===== src/rtl/vga_pattern_gen.sv =====
// VGA timing and test-pattern generator: 640x480@60 Hz from a 50 MHz clock with a 25 MHz pixel enable.
// Four switch-selected patterns drive the ADV7123 DAC; timing geometry is parameterised.
module vga_pattern_gen #(
  parameter int H_ACTIVE = 640,
  parameter int H_FP     = 16,
  parameter int H_SYNC   = 96,
  parameter int H_BP     = 48,
  parameter int V_ACTIVE = 480,
  parameter int V_FP     = 10,
  parameter int V_SYNC   = 2,
  parameter int V_BP     = 33
) (
  input  logic       clock,
  input  logic       reset_n,
  input  logic [1:0] switch,
  output logic       vga_clk,
  output logic       vga_hs,
  output logic       vga_vs,
  output logic       vga_blank_n,
  output logic       vga_sync_n,
  output logic [9:0] vga_r,
  output logic [9:0] vga_g,
  output logic [9:0] vga_b
);

  typedef enum logic [1:0] {
    PAT_BARS    = 2'b00,
    PAT_CHECKER = 2'b01,
    PAT_RAMP    = 2'b10,
    PAT_SQUARE  = 2'b11
  } pat_t;

  localparam int SQ_SIZE = 32;
  localparam int BAR_W   = H_ACTIVE / 8;

  localparam logic [9:0] H_LAST   = 10'(H_ACTIVE + H_FP + H_SYNC + H_BP - 1);
  localparam logic [9:0] V_LAST   = 10'(V_ACTIVE + V_FP + V_SYNC + V_BP - 1);
  localparam logic [9:0] H_VIS    = 10'(H_ACTIVE);
  localparam logic [9:0] V_VIS    = 10'(V_ACTIVE);
  localparam logic [9:0] HS_START = 10'(H_ACTIVE + H_FP);
  localparam logic [9:0] HS_END   = 10'(H_ACTIVE + H_FP + H_SYNC);
  localparam logic [9:0] VS_START = 10'(V_ACTIVE + V_FP);
  localparam logic [9:0] VS_END   = 10'(V_ACTIVE + V_FP + V_SYNC);
  localparam logic [9:0] SQ_X_MAX = 10'(H_ACTIVE - SQ_SIZE);
  localparam logic [9:0] SQ_Y_MAX = 10'(V_ACTIVE - SQ_SIZE);
  localparam logic [9:0] SQ_X_RST = 10'((H_ACTIVE - SQ_SIZE) / 2);
  localparam logic [9:0] SQ_Y_RST = 10'((V_ACTIVE - SQ_SIZE) / 2);
  localparam logic [9:0] FULL     = 10'h3FF;

  logic       pix_en;
  logic [9:0] h_cnt;
  logic [9:0] v_cnt;
  logic [1:0] sw_meta;
  logic [1:0] sw_sync;
  pat_t       pat;
  logic [9:0] sq_x;
  logic [9:0] sq_y;
  logic       dx_pos;
  logic       dy_pos;

  logic       h_last;
  logic       v_last;
  logic       frame_end;
  logic       dx_next;
  logic       dy_next;
  logic       active;
  logic       in_sq;
  logic [2:0] bar;
  logic [9:0] r_next;
  logic [9:0] g_next;
  logic [9:0] b_next;

  assign h_last     = (h_cnt == H_LAST);
  assign v_last     = (v_cnt == V_LAST);
  assign frame_end  = pix_en && h_last && v_last;
  assign vga_sync_n = 1'b0;

  // NOTE: sequential state uses non-blocking assignments so every register samples pre-edge values.
  always_ff @(posedge clock or negedge reset_n) begin
    if (!reset_n) begin
      pix_en  <= 1'b0;
      vga_clk <= 1'b0;
    end else begin
      pix_en  <= ~pix_en;
      vga_clk <= pix_en;
    end
  end

  // Two-flop synchroniser; runs every clock so its latency is independent of the pixel phase.
  always_ff @(posedge clock or negedge reset_n) begin
    if (!reset_n) begin
      sw_meta <= 2'b00;
      sw_sync <= 2'b00;
    end else begin
      sw_meta <= switch;
      sw_sync <= sw_meta;
    end
  end

  always_ff @(posedge clock or negedge reset_n) begin
    if (!reset_n) begin
      h_cnt <= '0;
      v_cnt <= '0;
    end else if (pix_en) begin
      if (h_last) begin
        h_cnt <= '0;
        v_cnt <= v_last ? 10'd0 : v_cnt + 10'd1;
      end else begin
        h_cnt <= h_cnt + 10'd1;
      end
    end
  end

  // A direction flips when the square sits on either edge of its range, then the step is taken.
  always_comb begin
    dx_next = (sq_x == SQ_X_MAX || sq_x == 10'd0) ? ~dx_pos : dx_pos;
    dy_next = (sq_y == SQ_Y_MAX || sq_y == 10'd0) ? ~dy_pos : dy_pos;
  end

  // Pattern and square only change at the last pixel of a frame, so a frame is never torn.
  always_ff @(posedge clock or negedge reset_n) begin
    if (!reset_n) begin
      pat    <= PAT_BARS;
      sq_x   <= SQ_X_RST;
      sq_y   <= SQ_Y_RST;
      dx_pos <= 1'b1;
      dy_pos <= 1'b1;
    end else if (frame_end) begin
      pat    <= pat_t'(sw_sync);
      dx_pos <= dx_next;
      dy_pos <= dy_next;
      sq_x   <= dx_next ? sq_x + 10'd1 : sq_x - 10'd1;
      sq_y   <= dy_next ? sq_y + 10'd1 : sq_y - 10'd1;
    end
  end

  // NOTE: every always_comb output gets a default first so no path can infer a latch.
  always_comb begin
    r_next = '0;
    g_next = '0;
    b_next = '0;
    bar    = '0;
    active = (h_cnt < H_VIS) && (v_cnt < V_VIS);
    in_sq  = (h_cnt >= sq_x) && (11'(h_cnt) < 11'(sq_x) + 11'(SQ_SIZE)) &&
             (v_cnt >= sq_y) && (11'(v_cnt) < 11'(sq_y) + 11'(SQ_SIZE));

    for (int k = 1; k < 8; k++) begin
      if (h_cnt >= 10'(k * BAR_W)) bar = 3'(k);
    end

    unique case (pat)
      // Bar index bits map straight onto inverted colour components.
      PAT_BARS: begin
        r_next = {10{~bar[1]}};
        g_next = {10{~bar[2]}};
        b_next = {10{~bar[0]}};
      end
      PAT_CHECKER: begin
        r_next = {10{h_cnt[5] ^ v_cnt[5]}};
        g_next = {10{h_cnt[5] ^ v_cnt[5]}};
        b_next = {10{h_cnt[5] ^ v_cnt[5]}};
      end
      PAT_RAMP: begin
        r_next = h_cnt;
        g_next = h_cnt;
        b_next = h_cnt;
      end
      PAT_SQUARE: begin
        r_next = in_sq ? FULL : 10'd0;
        g_next = in_sq ? FULL : 10'd0;
        b_next = FULL;
      end
      default: ;
    endcase

    if (!active) begin
      r_next = '0;
      g_next = '0;
      b_next = '0;
    end
  end

  // Sync and colour share one register stage so they stay pixel-aligned.
  always_ff @(posedge clock or negedge reset_n) begin
    if (!reset_n) begin
      vga_hs      <= 1'b1;
      vga_vs      <= 1'b1;
      vga_blank_n <= 1'b0;
      vga_r       <= '0;
      vga_g       <= '0;
      vga_b       <= '0;
    end else if (pix_en) begin
      vga_hs      <= !((h_cnt >= HS_START) && (h_cnt < HS_END));
      vga_vs      <= !((v_cnt >= VS_START) && (v_cnt < VS_END));
      vga_blank_n <= active;
      vga_r       <= r_next;
      vga_g       <= g_next;
      vga_b       <= b_next;
    end
  end

endmodule


===== config.mk =====
export PLATFORM = sky130hd
export DESIGN_NAME = vga_pattern_gen
export DESIGN_NICKNAME = d
export VERILOG_FILES = /design/src/rtl/vga_pattern_gen.sv
export SDC_FILE = /design/constraint.sdc
export NUM_CORES = 1
export LEC_CHECK = 0
export ABC_CLOCK_PERIOD_IN_PS = 3800
export BUFFER_PORTS_ARGS = -buffer_cell sky130_fd_sc_hd__buf_2
export CAP_MARGIN = 20
export CORE_MARGIN = 4
export CORE_UTILIZATION = 52
export CTS_CLUSTER_DIAMETER = 80
export CTS_CLUSTER_SIZE = 14
export DETAILED_ROUTE_END_ITERATION = 12
export PLACE_DENSITY = 0.7
export REMOVE_ABC_BUFFERS = 1
export SETUP_SLACK_MARGIN = 0.1
export SYNTH_ARGS = -nofsm -noshare
export SYNTH_HDL_FRONTEND = slang
export SYNTH_SLANG_ARGS = --single-unit

===== constraint.sdc =====
create_clock -name clock -period 3.8 [get_ports clock]
set_input_delay 0.76 -clock clock [delete_from_list [all_inputs] [get_ports clock]]
set_output_delay 0.76 -clock clock [all_outputs]
set_load 0.01 [all_outputs]

==> results of run 1 <==
==> final cells by class <==
class | instances | area, um2
Fill cell | 949 | 4600
Multi-Input combinational cell | 440 | 3260
Sequential cell | 83 | 2090
Timing Repair Buffer | 47 | 263
Inverter | 55 | 206
Tap cell | 140 | 175
Clock buffer | 10 | 138
Clock inverter | 6 | 55.1
==> per-stage QoR <==
step                utilization [%]  power [mW]  instances  hold slack, ns  area [um2]
floorplan                         -       0.903        578           0.331        5550
finish                         57.3        1.55        781           0.248        6190
CTS                            57.3        1.56        781           0.242        6190
global placement               55.6       0.924        765           0.332        6000
global route                   57.3        1.60        781           0.256        6190
detailed placement             55.6       0.925        765           0.336        6000
==> layer usage <==
metal	global-route usage (%)	up-vias	share of wire [%]
met5	0	-	0
met4	7.61	0	1.5
met3	2.94	18	5.0
met2	36.7	126	50
met1	28.3	2222	44
li1	-	2232	-
==> registers in the layout (all words and copies together), names as in the netlist, 2 cells and up <==
register,count
h_cnt,10
pat,2
sq_x,10
sq_y,10
sw_meta,2
sw_sync,2
v_cnt,10
vga_b,10
vga_g,10
vga_r,10
==> worst register-to-register path: cells and delay by family, from the launching register on <==
kind | cells | cell delay (ns)
buf+inv | 1 | 0.21
flops | 1 | 0.65
fa+ha+maj | 1 | 0.29
simple gates | 2 | 0.28
xor+xnor | 2 | 0.32
compound gates | 5 | 1.22
==> worst paths after layout <==
kind                               to  depth (start not counted)
hold reg to reg            sw_sync[1]                          0
max in group asynchronous     sq_x[5]                          2
hold / removal                vga_clk                          1
min in group clock         sw_sync[1]                          0
setup / recovery              sq_y[9]                         11
setup reg to reg              sq_y[9]                         11
==> power by group <==
| part | internal, mW | switching, mW |
|---|---|---|
| Combinational | 0.00274 | 0.0180 |
| Sequential | 0.885 | 0.000560 |
| Clock | 0.270 | 0.371 |
==> cells in the mapped netlist (all sizes together), types with 5 or more instances <==
master	number
xnor2	30
a21o	12
and3	9
dfstp	10
xor2	10
inv	55
o21ai	39
nor2	35
nor2b	30
ha	52
nor3	27
a21oi	23
nand2	40
dfrtp	73
nand4	5
o31ai	18
buf	21
nand3	11
o221a	16
o2111ai	5
o2bb2ai	10
nand2b	7
clkbuf	9
==> cell families (layout without fill, tap and decap cells) <==
| group | count (synthesis) | count (layout) | synth area share, % |
|---|---|---|---|
| other cells | 1 | 1 | 0.0657 |
| fa+ha+maj | 54 | 54 | 12.1 |
| xor+xnor | 40 | 40 | 6.13 |
| buf+inv | 85 | 118 | 6.37 |
| compound gates | 160 | 160 | 21.1 |
| simple gates | 184 | 184 | 17.5 |
| flops | 83 | 83 | 36.6 |
| mux | 1 | 1 | 0.175 |
==> key figures, run 1 <==
Global route
  • First-pass GRT wire length: approximately 23,000 um
  • Vias in the first global route: ~4,600
  • Largest net degree at the start of global routing: 45
  • GRT Overall Usage: a little over a fifth
  • Initial antenna violation count: 0
  • Global route total overflow: 0

Critical path
  • Crit path cell chain: nor3_1 > o211ai_1 > xor2_1 > buf_4 > ha_1 > and3_1 > a2111o_1 > a211oi_1 > o21ai_0 > a21oi_2 > xnor2_1
  • Max FO, Critical Path: 12
  • Critical Path AT: ~3.4 ns
  • R2r setup slk: about 0.75 ns
  • Reg2reg start: sq_y[7]
  • CP required: 4.10 ns
  • Crit path kind: reg2reg
  • Cell family with most CP delay: compound AO/OA/AOI/OAI gates
  • Worst setup startpoint: sq_y[7]
  • Slowest cell on the critical path: dfstp_2
  • Worst Setup Start Kind: register
  • WP buf/inv: 1
  • Worst setup EP type: register
  • Max stage delay on crit path: ~0.65 ns

Timing
  • Final slew viol count: 0
  • Tcrit/Tclk final: between 80% and 90%
  • Hold Vio Cnt, Final: 0
  • Fmax: 0.328 GHz
  • Count of final setup violators: 0
  • Aggregate negative setup slack: 0 ns
  • Rel. slew slack: between 30% and 40%
  • Min Tclk post-route: 3.05 ns
  • Unrepaired setup endpoints after global routing: false
  • Skew final: ~0.011 ns
  • Worst slew pin tran: between 0.9 and 1 ns
  • Post-route setup slack: roughly 0.75 ns

Cells and area
  • Layout Area Growth over Synthesis: 8.37%
  • Most frequent cells in the layout: dfrtp_1, inv_1, ha_1, nand2_1, buf_2
  • NumNets Final: between 600 and 700
  • Most common cell after layout, fill and taps aside: dfrtp_1
  • N_diodes: 0
  • Fraction of layout cells with a size suffix above 1: roughly 17%

Status
  • Outcome: finished, final reports clean

Pwr
  • Static Leak: between 2 and 3 nW
  • PD cells: roughly 250 mW/mm2
  • Peak supply drop: around 150 uV

Placed design
  • Post-Place Worst Slack: just under 0.8 ns
  • Number of port buffers: 37
  • DP HPWL: roughly 9600 um
  • GPL Wtd Cong: ~0.83

Synth
  • Yosys synthesis warning count: 0
  • Yosys reg bits: 83
  • Share of the synthesized area in the top cell type: a little under a third
  • Syn Inst Count: 608
  • Post-Syn Area: 0.00571 mm2
  • Area leader, netlist: dfrtp_1
  • Post-synth EDFFs: 0
  • Count of different cell masters after synthesis: 65
  • Ys flop type: dfrtp_1
  • Register area share after synthesis: roughly 37%
  • Post-synth ARST share: 100%
  • Syn avg cell area: between 9 and 10 um2
  • Top post-synthesis cells by area: dfrtp_1, ha_1, dfstp_2, xnor2_1, inv_1

Die
  • Core Rows: 38
  • Starting Density: between 50% and 60%
  • IO Count: 39
  • Die Y: approximately 110 um
  • Die width: about 110 um
  • Core outline area: between 0.01 and 0.015 mm2
  • Die area: between 0.01 and 0.015 mm2

Detailed routing
  • Final ANT Viol Nets: 0
  • DR vias: 4,598
  • First-pass detailed-route iteration total: 5
  • Detailed Route WL: between 10,000 and 15,000 um
  • First DRT Iteration DRCs: between 300 and 400
  • Drc violations: 0
  • Wire per inst: ~17 um
  • Number of vias per cell: between 5 and 6

Clocking
  • Clk root buf: clkbuf_8
  • CTS resizes: 0
  • Hold-fix buffers at CTS: 0
  • CTS tree: done
  • Clock Pin Slew Worst Setup and Hold Paths: 0.09 ns
  • Post-CTS Setup Inserts: 0
  • Total clock sinks: 83
  • Total CTS buffers: 9
  • Clock Tree Buf Depth: 2
  • Clk_lat worst skew: roughly 0.37 ns
  • H-tree depth: 3

Worst hold path
  • Hold Path Class: in2async

Run
  • Max-Cap Viols: 0
Note: power is estimated with default switching activity, not from simulation.
==> run 2, diff against run 1 <==
Settings changed: ABC_CLOCK_PERIOD_IN_PS 3800 to 3100.
Clock period 3.8 ns to 3.1 ns, I/O delays scaled along.
==> run 2 against run 1 <==
Via count rose by 1.3%. Power rose by 32%. Global-route usage barely moved. First-iteration DRC count fell by 9.2%. Non-clock buffer count rose by 15. Setup slack got worse by 0.52 ns. Register-to-register slack got worse by 0.52 ns. Flip-flop and latch count did not move. Die area did not move. Sequential share of layout area fell by 0.93 points. Clock skew fell by 0.0016 ns. Clock power rose by 45%. Critical path type unchanged. Critical endpoint unchanged. Largest cell class unchanged.
==> key figures, run 2 (synthesized netlist as in run 1, its figures left out) <==
Status
  • Outcome: finished, final reports clean

Timing
  • Hold Vio Cnt, Final: 0
  • Rel. slew slack: 48.9%
  • Count of final setup violators: 0
  • Min Tclk post-route: 2.87 ns
  • Unrepaired setup endpoints after global routing: true
  • Skew final: roughly 0.0097 ns
  • Final slew viol count: 0
  • Worst slew pin tran: 0.763 ns
  • Tcrit/Tclk final: 92.5%
  • Fmax: ~0.35 GHz

Cells and area
  • Finished Layout Cells: 795
  • Fraction of layout cells with a size suffix above 1: about a fifth
  • FILL cells: between 900 and 1,000
  • Most common cell after layout, fill and taps aside: dfrtp_1
  • Most frequent cells in the layout: dfrtp_1, inv_1, ha_1, nand2_1, buf_2
  • N_diodes: 0
  • Fin area: between 0.006 and 0.007 mm2
  • Layout Area Growth over Synthesis: 11.4%
  • NumNets Final: a little over 700

Detailed routing
  • DR vias: approximately 4,700
  • Wire per inst: between 15 and 20 um
  • Drc violations: 0
  • First DRT Iteration DRCs: ~290
  • Number of vias per cell: 5.86
  • First-pass detailed-route iteration total: 5
  • Detailed Route WL: approximately 13,000 um
  • Final ANT Viol Nets: 0

Pwr
  • Overall Power: 2.04 mW
  • Sw Share: roughly a fifth
  • PD cells: 320 mW/mm2
  • Gate power share: roughly 1.2%
  • Power share of the clock group: between 40% and 50%
  • P_sw: 420 uW
  • Peak supply drop: 179 uV
  • Cell-internal power: between 1.5 and 2 mW
  • Reg power frac: around 53%
  • Static Leak: 2.77 nW

Global route
  • Largest net degree at the start of global routing: 46
  • Vias in the first global route: 4,555
  • Global route total overflow: 0
  • GRT Overall Usage: a little over a fifth
  • First-pass GRT wire length: ~22,000 um
  • Initial antenna violation count: 0

Placed design
  • GPL Wtd Cong: 0.841
  • Placed Cells: 775
  • DP HPWL: around 9800 um
  • Post-DP Area: ~0.0061 mm2
  • Number of port buffers: 37

Die
  • Die width: ~110 um
  • IO Count: 39
  • Die Y: about 110 um
  • Die area: 0.0127 mm2
  • Starting Density: 52.9%
  • Core Rows: 38
  • Core outline area: roughly 0.011 mm2

Run
  • Max-Cap Viols: 0

Clocking
  • Total CTS buffers: 9
  • Clock Tree Buf Depth: 2
  • Total clock sinks: 83
  • Hold-fix buffers at CTS: 0
  • Clock Pin Slew Worst Setup and Hold Paths: 0.08 ns
  • Clk_lat worst skew: approximately 0.36 ns
  • CTS tree: done
  • H-tree depth: 3
  • Clk root buf: clkbuf_8

Critical path
  • Worst Setup Start Kind: register
  • Max FO, Critical Path: 8
  • CP required: 3.37 ns
  • Critical Path AT: ~3.1 ns
  • Worst setup EP type: register
  • Crit path kind: reg2reg
  • Worst reg2reg path depth: 11

Worst hold path
  • Hold Path Class: in2async
## run 2: critical path: stages (launching register included)
cell and delay (ns):
dfstp_2 0.58, and3_1 0.16, o211ai_1 0.09, xor2_1 0.19, buf_4 0.17, ha_1 0.32
and3_1 0.20, a2111o_1 0.43, a211oi_2 0.25, o21ai_0 0.12, a21oi_2 0.14, xnor2_1 0.14
## run 2: final timing paths
check                           start    endpoint  slack (ns)
min reg2reg                sw_meta[1]  sw_sync[1]        0.35
max                           sq_y[6]     sq_y[9]        0.23
max in group asynchronous     reset_n     sq_x[4]        2.08
min in group clock         sw_meta[1]  sw_sync[1]        0.35
max reg2reg                   sq_y[6]     sq_y[9]        0.23
min                           reset_n    vga_g[9]        0.27
## run 2: timing repair
item / in CTS / in global routing
gates resized for setup: 0 / 4
setup endpoints to repair: 0 / 4
buffers inserted: 0 / 5
## run 2: layout make-up
| class | instances | area, um2 | area share, % |
|---|---|---|---|
| inverters | 55 | 206 | 3.24 |
| clock buffers | 10 | 128 | 2.01 |
| flip-flops and latches | 83 | 2090 | 32.8 |
| repair buffers | 62 | 375 | 5.90 |
| clock inverters | 5 | 103 | 1.61 |
| multi-input cells | 440 | 3290 | 51.7 |
| well taps | 140 | 175 | 2.75 |
## run 2: metal layers
layer  routed length [um]  global-route usage (%)  vias to the layer above
li1                     -                       -                     2272
met1                 5720                    27.9                     2244
met2                 6580                    36.6                      115
met3                  542                    2.94                       29
met4                  367                    8.57                        0
met5                    0                       0                        -
## run 2: power by group through the flow
stage	registers, mW	logic, mW	clock network, mW
finish	1.09	0.0252	0.928
global route	1.09	0.0302	1.00
CTS	1.09	0.0269	0.948
floorplan	1.11	0.000554	0
detailed placement	1.11	0.0270	0
global placement	1.11	0.0266	0
## run 2: metrics by stage
stage	hold WS [ns]	setup TNS [ns]	setup WS, ns	util [%]
floorplan	0.324	-12.12	-0.622	-
global placement	0.334	0	0.179	56.3
detailed placement	0.336	0	0.152	56.3
CTS	0.274	0	0.124	58.4
global route	0.290	0	0.0482	59.0
finish	0.267	0	0.231	59.0
